===== config.mk =====
export PLATFORM = sky130hd
export DESIGN_NAME = mem_arbiter
export DESIGN_NICKNAME = d
export VERILOG_FILES = /design/src/rtl/mem_arbiter.sv
export SDC_FILE = /design/constraint.sdc
export NUM_CORES = 1
export LEC_CHECK = 0
export BUFFER_PORTS_ARGS = -buffer_cell sky130_fd_sc_hd__buf_2
export CORE_AREA = 2 2 48 50
export CTS_CLUSTER_DIAMETER = 30
export DETAILED_ROUTE_END_ITERATION = 8
export DIE_AREA = 0 0 50 52
export PLACE_DENSITY = 0.78
export SLEW_MARGIN = 20
export SYNTH_ARGS = -nofsm -noshare
export SYNTH_HDL_FRONTEND = slang
export SYNTH_SLANG_ARGS = --single-unit

===== constraint.sdc =====
create_clock -name clk -period 1.6 [get_ports clk]
set_input_delay 0.32 -clock clk [delete_from_list [all_inputs] [get_ports clk]]
set_output_delay 0.32 -clock clk [all_outputs]
set_load 0.05 [all_outputs]

===== src/rtl/mem_arbiter.sv =====
// rtl/mem_arbiter.sv - round-robin fetch/data arbiter in front of a single-port memory
module mem_arbiter #(
    parameter int INSTR_SIZE   = 12,
    parameter int DATA_SIZE    = 8,
    parameter int ADDR_SIZE    = 5,
    parameter int PROGRAM_SIZE = 16
) (
    input  logic                  clk,
    input  logic                  rst_n,
    input  logic                  if_req,
    input  logic [ADDR_SIZE-1:0]  if_addr,
    output logic                  if_gnt,
    output logic                  if_rvalid,
    output logic [INSTR_SIZE-1:0] if_rdata,
    input  logic                  d_req,
    input  logic                  d_we,
    input  logic [ADDR_SIZE-1:0]  d_addr,
    input  logic [DATA_SIZE-1:0]  d_wdata,
    output logic                  d_gnt,
    output logic                  d_rvalid,
    output logic [DATA_SIZE-1:0]  d_rdata,
    output logic                  mem_en,
    output logic                  mem_we,
    output logic [ADDR_SIZE-1:0]  mem_addr,
    output logic [INSTR_SIZE-1:0] mem_wdata,
    input  logic [INSTR_SIZE-1:0] mem_rdata,
    output logic                  out_of_bounds
);

    typedef enum logic {S_IDLE, S_RESP} state_t;

    localparam logic [ADDR_SIZE:0] PROG_LIM = (ADDR_SIZE+1)'(PROGRAM_SIZE);

    state_t r_state;
    state_t w_state_nxt;
    logic   r_last_data;
    logic   r_win_data;
    logic   r_store;
    logic   r_fetch_oob;
    logic   r_oob;
    logic   w_grant;
    logic   w_pick_data;
    logic   w_oob_hit;
    logic   w_fetch_legal;
    logic   w_store_legal;

    assign w_fetch_legal = ({1'b0, if_addr} < PROG_LIM);
    assign w_store_legal = ({1'b0, d_addr} >= PROG_LIM);
    assign out_of_bounds = r_oob;

    // Everything is gated by rst_n so outputs drop the instant reset asserts.
    always_comb begin
        w_state_nxt = r_state;
        w_grant     = 1'b0;
        w_pick_data = 1'b0;
        w_oob_hit   = 1'b0;
        if_gnt      = 1'b0;
        if_rvalid   = 1'b0;
        if_rdata    = '0;
        d_gnt       = 1'b0;
        d_rvalid    = 1'b0;
        d_rdata     = '0;
        mem_en      = 1'b0;
        mem_we      = 1'b0;
        mem_addr    = '0;
        mem_wdata   = '0;
        if (rst_n) begin
            case (r_state)
                S_IDLE: begin
                    if (if_req || d_req) begin
                        w_grant     = 1'b1;
                        w_pick_data = d_req && (!if_req || !r_last_data);
                        w_state_nxt = S_RESP;
                        if (w_pick_data) begin
                            d_gnt = 1'b1;
                            if (!d_we) begin
                                mem_en   = 1'b1;
                                mem_addr = d_addr;
                            end else if (w_store_legal) begin
                                mem_en    = 1'b1;
                                mem_we    = 1'b1;
                                mem_addr  = d_addr;
                                mem_wdata = INSTR_SIZE'(d_wdata);
                            end else begin
                                w_oob_hit = 1'b1;
                            end
                        end else begin
                            if_gnt = 1'b1;
                            if (w_fetch_legal) begin
                                mem_en   = 1'b1;
                                mem_addr = if_addr;
                            end else begin
                                w_oob_hit = 1'b1;
                            end
                        end
                    end
                end
                S_RESP: begin
                    w_state_nxt = S_IDLE;
                    if (r_win_data) begin
                        d_rvalid = 1'b1;
                        d_rdata  = r_store ? '0 : mem_rdata[DATA_SIZE-1:0];
                    end else begin
                        if_rvalid = 1'b1;
                        if_rdata  = r_fetch_oob ? '0 : mem_rdata;
                    end
                end
                default: w_state_nxt = S_IDLE;
            endcase
        end
    end

    always_ff @(posedge clk or negedge rst_n) begin
        if (!rst_n) begin
            r_state     <= S_IDLE;
            r_last_data <= 1'b1;
            r_win_data  <= 1'b0;
            r_store     <= 1'b0;
            r_fetch_oob <= 1'b0;
            r_oob       <= 1'b0;
        end else begin
            r_state <= w_state_nxt;
            if (w_grant) begin
                r_last_data <= w_pick_data;
                r_win_data  <= w_pick_data;
                r_store     <= w_pick_data && d_we;
                r_fetch_oob <= !w_pick_data && !w_fetch_legal;
            end
            if (w_oob_hit) begin
                r_oob <= 1'b1;
            end
        end
    end

endmodule


* Word-level counts from Yosys, hierarchy flattened
Index checks and enable logic that the tools add are counted.
Word-level totals: flip-flop bits (word level) 6, input bits 35, output and inout bits 44, word-level logic and storage cells 79
Cells by class: magnitude comparators 2, multiplexer cells 61, bitwise logic cells 1, reduce and logical (&&, ||, !) cells 9
Operator list (count):
- 8-bit two-way mux | 10
- 12-bit two-way mux | 4
- 1-bit two-way mux | 39
- 5-bit two-way mux | 7
- 5-bit greater-or-equal comparator (second input constant) | 1
- 5-bit less-than comparator (second input constant) | 1
- 1-bit logical NOT | 4
- 1-bit logical AND | 3
- 1-bit logical OR | 2
- 1-bit case mux with 2 select lines | 1
- 1-bit inverter | 1

* Longest topological paths before layout
Gate-level depths: netlist of the first run.
word-level depth 8, mapped depth 4

* Worst setup path before layout of the first run
No wires, ideal clock.
path type reg2out, start reg r_state, end out mem_addr[0], arrival time 1605 ps, required time 1280 ps, slack -325 ps, stages on the path, launching flop included 5, buffers on the path 1, cell sequence dfrtp_1 > nor2b_4 > o21ai_0 > buf_2 > a21oi_1
On the way: longest elaborated chain between the ends 2
Ends and longest elaborated chain:
- start: declaration | line 34 | state_t r_state;
- start signal: assignment | line 122 | r_state <= w_state_nxt;
- 5-bit two-way mux | line 68 | case (r_state)
- 5-bit two-way mux | line 67 | if (rst_n) begin
- end: declaration | line 24 | output logic [ADDR_SIZE-1:0] mem_addr,
Every way passes these cells.

* Final worst setup path of the first run
start reg r_last_data, end out mem_wdata[2]
On the way: longest elaborated chain between the ends 7
Ends and longest elaborated chain:
- start: declaration | line 36 | logic r_last_data;
- start signal: assignment | line 124 | r_last_data <= w_pick_data;
- 1-bit logical NOT | line 72 | w_pick_data = d_req && (!if_req || !r_last_data);
- 1-bit logical OR | line 72
- 1-bit logical AND | line 72
- 8-bit two-way mux | line 74 | if (w_pick_data) begin
- 8-bit two-way mux | line 70 | if (if_req || d_req) begin
- 8-bit two-way mux | line 68
- 8-bit two-way mux | line 67
- end: declaration | line 25 | output logic [INSTR_SIZE-1:0] mem_wdata,
Every way passes these cells.

==> metrics.yaml, run 1 <==
synth:
  asyncSetResetFlopFracSynth: 1.00
  syn-cell-area_um2: 639
  yosys_register_bits: 6
  post_synth.cell_area_avg_um2: 7.99
  synthCells: 80
  yosysSeqAreaShare: 0.237
  synth-warning-count: 0
  synth_enable_flop_cells: 0
  predominant_post_synthesis_flop_cell: "sky130_fd_sc_hd__dfrtp_1"
  post_synth_num_cell_types: 30
worst_setup_path:
  critical_path.max_fanout: 9
  startpoint: "r_last_data"
  regToRegEndpoint: "r_store"
  cp_cell_sequence: "a21boi_4, and4_4, and2_2, buf_8"
  setup.worst_path.start_class: "flip-flop"
  timing.reg2reg.worst_path_depth: 6
  worst_path_largest_cell_delay_ns: 0.59
  worstSetupEndpoint: "mem_wdata[2]"
  critPathCaptureType: "output port"
  crit_path_top_delay_cell: "sky130_fd_sc_hd__dfstp_2"
  ff2ff_setup_slack_ns: 0.10
  crit_required_ns: 1.28
  criticalPathCategory: "reg -> out"
  worst_r2r_startpoint: "r_last_data"
  cp.arrival_ns: 1.49
global_route:
  grt_overflow: 0
  grt_use_total: 0.258
  antenna_found_initial: 0
  grt_max_degree: 10
  grt_pass1_vias: 916
  grt_pass1_wl_um: 4980
routing:
  vias: 1003
  route.detailed.drc: 0
  detailed_router_iteration_count_before_antenna_repair: 4
  viasPerCell: 5.02
  wirelength_um: 3660
  drtIter0Drc: 30
  avgRoutedWirePerCell_um: 18.3
  ant_nets: 0
die:
  core_area_mm2: 0.00211
  die-width_um: 50
  core.rowCount: 17
  ios: 79
  start_util: 0.304
  die_area_mm2: 0.00260
  dieHeight_um: 52
layout:
  area_growth_pct: 155
  fillerInstances: 123
  share_of_layout_cells_above_drive_strength_1: 0.849
  regArea_um2: 153
  diodes: 0
  design.final.nets: 208
  multiInputGateArea_um2: 567
  finish.cell_count_without_fillers: 200
  final_core_util: 0.775
timing:
  setup_slack_ns: -0.213
  max_freq_mhz: 552
  worst_clock_skew_ns: 0.00621
  setup_tns_ns: -5.49
  setup-violations-final: 37
  timing.final.hold_violations: 0
  rsz0062_at_grt: "true"
  layout_min_cycle_time_ns: 1.81
  layout_worst_path_cycle_share: 1.13
  fin_max_slew_vios: 0
pwr:
  total_power_after_layout_mw: 1.08
  leakage_power_summed_over_all_cells_nw: 0.831
  ratio_of_total_power_to_cell_area_mw_per_mm2: 663
  max-vdd-ir-drop_mv: 0.687
clock_tree:
  worst_setup_hold_path_clk_slew_ns: 0.06
  tritoncts: "done"
  cts_htree_levels: 1
  cts_sinks: 6
  clock_tree.root_cell: "sky130_fd_sc_hd__clkbuf_4"
  clkLatencyLatePin_ns: 0.26
  tritoncts.num_buffers: 3
  clockBufferDepth: 2
run_status:
  outcome: "complete, but fails checks"
  failed_checks: "setup timing"
placed_design:
  placed_cells: 190
  place_worst_setup_slack_ns: -0.140
  io_buffers: 74
  gp_congestion: 0.685
  hpwlAfterDp_um: 1870
job:
  max-cap-violations: 0
hold_path:
  timing.hold.worst.class: "in -> async"
[flip-flops by register name (all words and copies together) (netlist names)]
name           cells
r_last_data        1
r_win_data         1
r_fetch_oob        1
r_store            1
r_state            1
out_of_bounds      1
[through the flow]
stage / instance area [um^2] / hold WS [ns]
floorplan: 691 / 0.0244
global placement: 1130 / 0.139
detailed placement: 1130 / 0.145
CTS: 1560 / 0.0436
global route: 1630 / 0.0538
finish: 1630 / 0.0373
[area by class of cell]
type | instances | area share
clock buffer | 4 | 0.0161
inverter | 2 | 0.00460
multi-input combinational | 68 | 0.347
sequential | 6 | 0.0935
tap | 28 | 0.0215
timing repair buffer | 92 | 0.517
[synthesized netlist by cell type (2+ instances only)]
master / instances / area share
sky130_fd_sc_hd__o21ai_0: 2 / 0.016
sky130_fd_sc_hd__nor2_1: 3 / 0.018
sky130_fd_sc_hd__and2_2: 9 / 0.11
sky130_fd_sc_hd__nand3_1: 8 / 0.063
sky130_fd_sc_hd__a21oi_1: 5 / 0.039
sky130_fd_sc_hd__dfrtp_1: 5 / 0.20
sky130_fd_sc_hd__inv_1: 2 / 0.012
sky130_fd_sc_hd__buf_4: 4 / 0.047
sky130_fd_sc_hd__and2_1: 20 / 0.20
sky130_fd_sc_hd__mux2_2: 2 / 0.035
[worst max-delay path, delay by kind of cell (launching register included)]
| family | cells | cell delay, ns |
|---|---|---|
| flip-flops | 1 | 0.59 |
| AND/OR/NAND/NOR | 2 | 0.41 |
| buffers and inverters | 1 | 0.15 |
| AO/OA/AOI/OAI | 1 | 0.09 |
[worst min path at each step]
stage	start	endpoint
floorplan	rst_n	out_of_bounds
global placement	rst_n	r_win_data
detailed placement	rst_n	r_win_data
CTS	rst_n	r_store
global route	rst_n	r_store
finish	rst_n	r_store
[cells in the final DEF, fill, tap and decap left out]
master and n:
sky130_fd_sc_hd__and2b_2 1, sky130_fd_sc_hd__nand2b_1 1, sky130_fd_sc_hd__conb_1 4, sky130_fd_sc_hd__nand3_1 4
sky130_fd_sc_hd__dfrtp_1 4, sky130_fd_sc_hd__a21oi_2 3, sky130_fd_sc_hd__and2_4 21, sky130_fd_sc_hd__nor2_1 2
sky130_fd_sc_hd__inv_1 2, sky130_fd_sc_hd__dlygate4sd3_1 1, sky130_fd_sc_hd__clkbuf_4 3, sky130_fd_sc_hd__and3_2 1
sky130_fd_sc_hd__and3_4 1, sky130_fd_sc_hd__o21bai_1 1, sky130_fd_sc_hd__a21oi_1 1, sky130_fd_sc_hd__clkbuf_1 1
sky130_fd_sc_hd__buf_8 25, sky130_fd_sc_hd__dfstp_2 1, sky130_fd_sc_hd__a21boi_4 1, sky130_fd_sc_hd__buf_4 14
sky130_fd_sc_hd__nor2_2 1, sky130_fd_sc_hd__nand2_2 1, sky130_fd_sc_hd__buf_2 37, sky130_fd_sc_hd__buf_6 15
sky130_fd_sc_hd__nor2b_4 2, sky130_fd_sc_hd__o21ai_1 1, sky130_fd_sc_hd__and2_2 8, sky130_fd_sc_hd__a21o_1 1
sky130_fd_sc_hd__o21ai_0 1, sky130_fd_sc_hd__and4_4 1, sky130_fd_sc_hd__dfrtp_2 1, sky130_fd_sc_hd__nor3_2 1
sky130_fd_sc_hd__mux2_2 2, sky130_fd_sc_hd__a21oi_4 1, sky130_fd_sc_hd__a21bo_4 1, sky130_fd_sc_hd__a31oi_1 1
sky130_fd_sc_hd__a22o_1 1, sky130_fd_sc_hd__nand3_2 4
[repair_timing]
action / 4_1_cts / 5_1_grt
hold endpoints to repair: 1 / 0
pin swaps: 18 / 8
setup endpoints to repair: 37 / 37
gates resized for setup: 123 / 15
buffers inserted: 3 / 1
hold buffers: 1 / 0
cloned: 1 / 0
[logic make-up after synthesis]
kind of cell	after synthesis	share of synthesized area
and+or+nand+nor	49	0.483
AOI/OAI and AO/OA	13	0.147
buffers and inverters	9	0.0920
DFF	6	0.237
muxes	2	0.0352
other	1	0.00587
[metal layers]
layer / vias up / part of all wire / track usage / routed length [um]
met5: - / 0 / 0 / 0
met4: 0 / 0.038 / 0.0694 / 139
met3: 17 / 0.12 / 0.0603 / 443
met2: 80 / 0.48 / 0.456 / 1750
met1: 462 / 0.36 / 0.311 / 1330
li1: 444 / - / - / -
[power breakdown]
part	switching [mW]	internal, mW	total [mW]
clock network	0.0703	0.0955	0.166
registers	0.0436	0.192	0.236
logic	0.380	0.301	0.680
total	0.493	0.588	1.08
No activity file was read; power rests on OpenSTA's default activity.
==> run 2: changes to the inputs <==
- PLACE_DENSITY: 0.78 -> 0.77
==> run 2 against run 1 <==
  * Clock power increased by 2%
  * Routed wire length increased by 13%
  * Global-route usage increased by 1.9 points
  * The run still ends with setup timing left
  * First-iteration DRC count increased by 80%
  * Sequential share of layout area decreased by 0.22 points
  * Cell count increased by 0.50%
  * Clock-buffer cell count unchanged
  * Cell area increased by 2.4%
  * Non-clock buffer count unchanged
  * Sequential cell count unchanged
  * Sequential power increased by 2%
  * Critical path type unchanged
  * Setup slack got worse by 0.055 ns
==> metrics.yaml, run 2 (same netlist as run 1, synthesis figures left out) <==
worst_setup_path:
  criticalPathCategory: "reg -> out"
  timing.reg2reg.worst_path_depth: 4  # -2
  worst_path_largest_cell_delay_ns: 0.40  # -0.19 ns
  critical_path.max_fanout: 6  # -3
  crit_path_top_delay_cell: "sky130_fd_sc_hd__dfstp_2"
  cp_cell_sequence: "a21boi_4, buf_6, nand3_1, a21oi_2, buf_6"
  regToRegEndpoint: "r_fetch_oob"
  cp.arrival_ns: 1.55  # +0.06 ns
  setup.worst_path.start_class: "flip-flop"
  worst_path_dominant_cell_family: "compound AO/OA/AOI/OAI gates"
  critPathCaptureType: "output port"
  ff2ff_setup_slack_ns: 0.26  # +0.16 ns
  worst_r2r_startpoint: "r_state"
  crit_required_ns: 1.28  # about the same
  worst-path-buf-inv: 2  # +1
  path_common_cell: "sky130_fd_sc_hd__buf_6"
global_route:
  grt_max_degree: 10  # unchanged
  grt_pass1_wl_um: 5290  # +6.1%
  grt_overflow: 0  # unchanged
  antenna_found_initial: 0  # unchanged
  grt_pass1_vias: 1016  # +11%
  grt_use_total: 0.277  # +0.0186
timing:
  timing.final.hold_violations: 0  # unchanged
  setup-violations-final: 38  # +2.7%
  layout_min_cycle_time_ns: 1.87  # +0.0546 ns
  setup_tns_ns: -6.56  # -1.06 ns
  setup_slack_ns: -0.268  # -0.0546 ns
  worst_clock_skew_ns: 0.00713  # +0.000919 ns
  fin_max_slew_vios: 0  # unchanged
  rsz0062_at_grt: "true"
  max_freq_mhz: 535  # -2.9%
  layout_worst_path_cycle_share: 1.17  # +0.0341
routing:
  route.detailed.drc: 0  # unchanged
  ant_nets: 0  # unchanged
  viasPerCell: 5.33  # +6.3%
  drtIter0Drc: 54  # +80%
  avgRoutedWirePerCell_um: 20.6  # +13%
  wirelength_um: 4140  # +13%
  detailed_router_iteration_count_before_antenna_repair: 4  # unchanged
  vias: 1072  # +6.9%
clock_tree:
  clkLatencyLatePin_ns: 0.26  # about the same
  worst_setup_hold_path_clk_slew_ns: 0.06  # about the same
  tritoncts.num_buffers: 3  # unchanged
  clock_tree.root_cell: "sky130_fd_sc_hd__clkbuf_4"
  cts_htree_levels: 1  # unchanged
  cts_sinks: 6  # unchanged
  tritoncts: "done"
  clockBufferDepth: 2  # unchanged
layout:
  design.final.nets: 209  # +0.48%
  mostFrequentLayoutCell: "sky130_fd_sc_hd__buf_2"
  area_growth_pct: 161
  diodes: 0  # unchanged
  fillerInstances: 106  # -14%
  layout_common_cells: "35 x sky130_fd_sc_hd__buf_2, 29 x sky130_fd_sc_hd__buf_8, 26 x sky130_fd_sc_hd__and2_4"
  multiInputGateArea_um2: 577  # +1.8%
  regArea_um2: 153  # unchanged
  finish.cell_count_without_fillers: 201  # +0.50%
  share_of_layout_cells_above_drive_strength_1: 0.850  # +0.000874
pwr:
  max-vdd-ir-drop_mv: 0.713  # +3.8%
  p_seq_frac: 0.213  # -0.005
  total_power_after_layout_mw: 1.13  # +4.8%
  internal_power_mw: 0.606  # +3.1%
  ratio_of_total_power_to_cell_area_mw_per_mm2: 678  # +2.4%
  switching_share: 0.465  # +0.00917
  clkPwrFrac: 0.150  # -0.003
  power.combinational.fraction: 0.637  # +0.008
  leakage_power_summed_over_all_cells_nw: 0.841  # +1.3%
  switching_power_mw: 0.528  # +6.9%
placed_design:
  placed_cells: 188  # -1.1%
  io_buffers: 74  # unchanged
  gp_congestion: 0.662  # -3.4%
  hpwlAfterDp_um: 1830  # -2.0%
die:
  start_util: 0.304  # unchanged
  die_area_mm2: 0.00260  # unchanged
  core.rowCount: 17  # unchanged
  dieHeight_um: 52  # unchanged
  die-width_um: 50  # unchanged
  ios: 79  # unchanged
  core_area_mm2: 0.00211  # unchanged
run_status:
  failed_checks: "setup timing"
  outcome: "complete, but fails checks"
job:
  max-cap-violations: 0  # unchanged
hold_path:
  timing.hold.worst.class: "in -> async"
[run 2: cell count changes in the layout (fill, tap and decap cells not counted), moves of 2 or more]
cell                      delta
sky130_fd_sc_hd__and2_4      +5
sky130_fd_sc_hd__nand3_2     -2
sky130_fd_sc_hd__buf_2       -2
sky130_fd_sc_hd__buf_8       +4
sky130_fd_sc_hd__and2_2      -6
sky130_fd_sc_hd__nand3_1     +2
[run 2: what timing repair did]
action | 4_1_cts | 5_1_grt
setup buffers | 6 | 3
gates cloned | 1 | 1
pin swaps | 16 | 10
hold buffers | 0 | 0
endpoints found under the setup margin | 38 | 39
gates resized for setup | 121 | 33
[run 2: stage by stage]
step | setup WS [ns] | hold slack, ns | instance area, um^2 | utilization
floorplan | -0.0541 | 0.0244 | 691 | -
global placement | -0.0772 | 0.261 | 1120 | 0.532
finish | -0.268 | 0.0228 | 1670 | 0.794
CTS | -0.182 | 0.0141 | 1550 | 0.737
global route | -0.303 | 0.0350 | 1670 | 0.794
detailed placement | -0.132 | 0.269 | 1120 | 0.532
[run 2: worst max-delay path by stage]
stage | endpoint | slack, ns | start | cells past startpoint
2_1_floorplan | mem_wdata[0] | -0.05 | r_last_data | 4
3_3_place_gp | mem_wdata[7] | -0.08 | d_req | 5
3_5_place_dp | mem_wdata[0] | -0.13 | rst_n | 5
4_1_cts | mem_en | -0.18 | r_last_data | 4
5_1_grt | mem_addr[3] | -0.30 | r_last_data | 5
6_report | mem_addr[3] | -0.27 | r_last_data | 5
[run 2: area by class of cell]
cell class / instances / area share
clock buffer: 4 / 0.0157
multi-input combinational: 69 / 0.345
sequential: 6 / 0.0913
inverter: 2 / 0.00449
timing repair buffer: 92 / 0.522
tap: 28 / 0.0210
[run 2: power by group through the flow]
stage	registers, mW	logic [mW]	clock network, mW
detailed placement	0.229	0.470	0
global placement	0.226	0.460	0
floorplan	0.223	0.341	0
CTS	0.225	0.632	0.160
global route	0.242	0.743	0.180
finish	0.241	0.723	0.170
[run 2: worst register-to-register path: cells and delay by family (launching register included)]
family | cells | cell delay, ns
flip-flops | 1 | 0.46
multiplexers | 1 | 0.28
AND/OR/NAND/NOR | 1 | 0.22
buffers and inverters | 1 | 0.17
AO/OA/AOI/OAI | 1 | 0.11
[run 2: layer usage]
layer	part of all wire	global-route usage
met3	0.10	0.106
met2	0.49	0.500
met5	0	0
met4	0.036	0.0972
met1	0.38	0.290
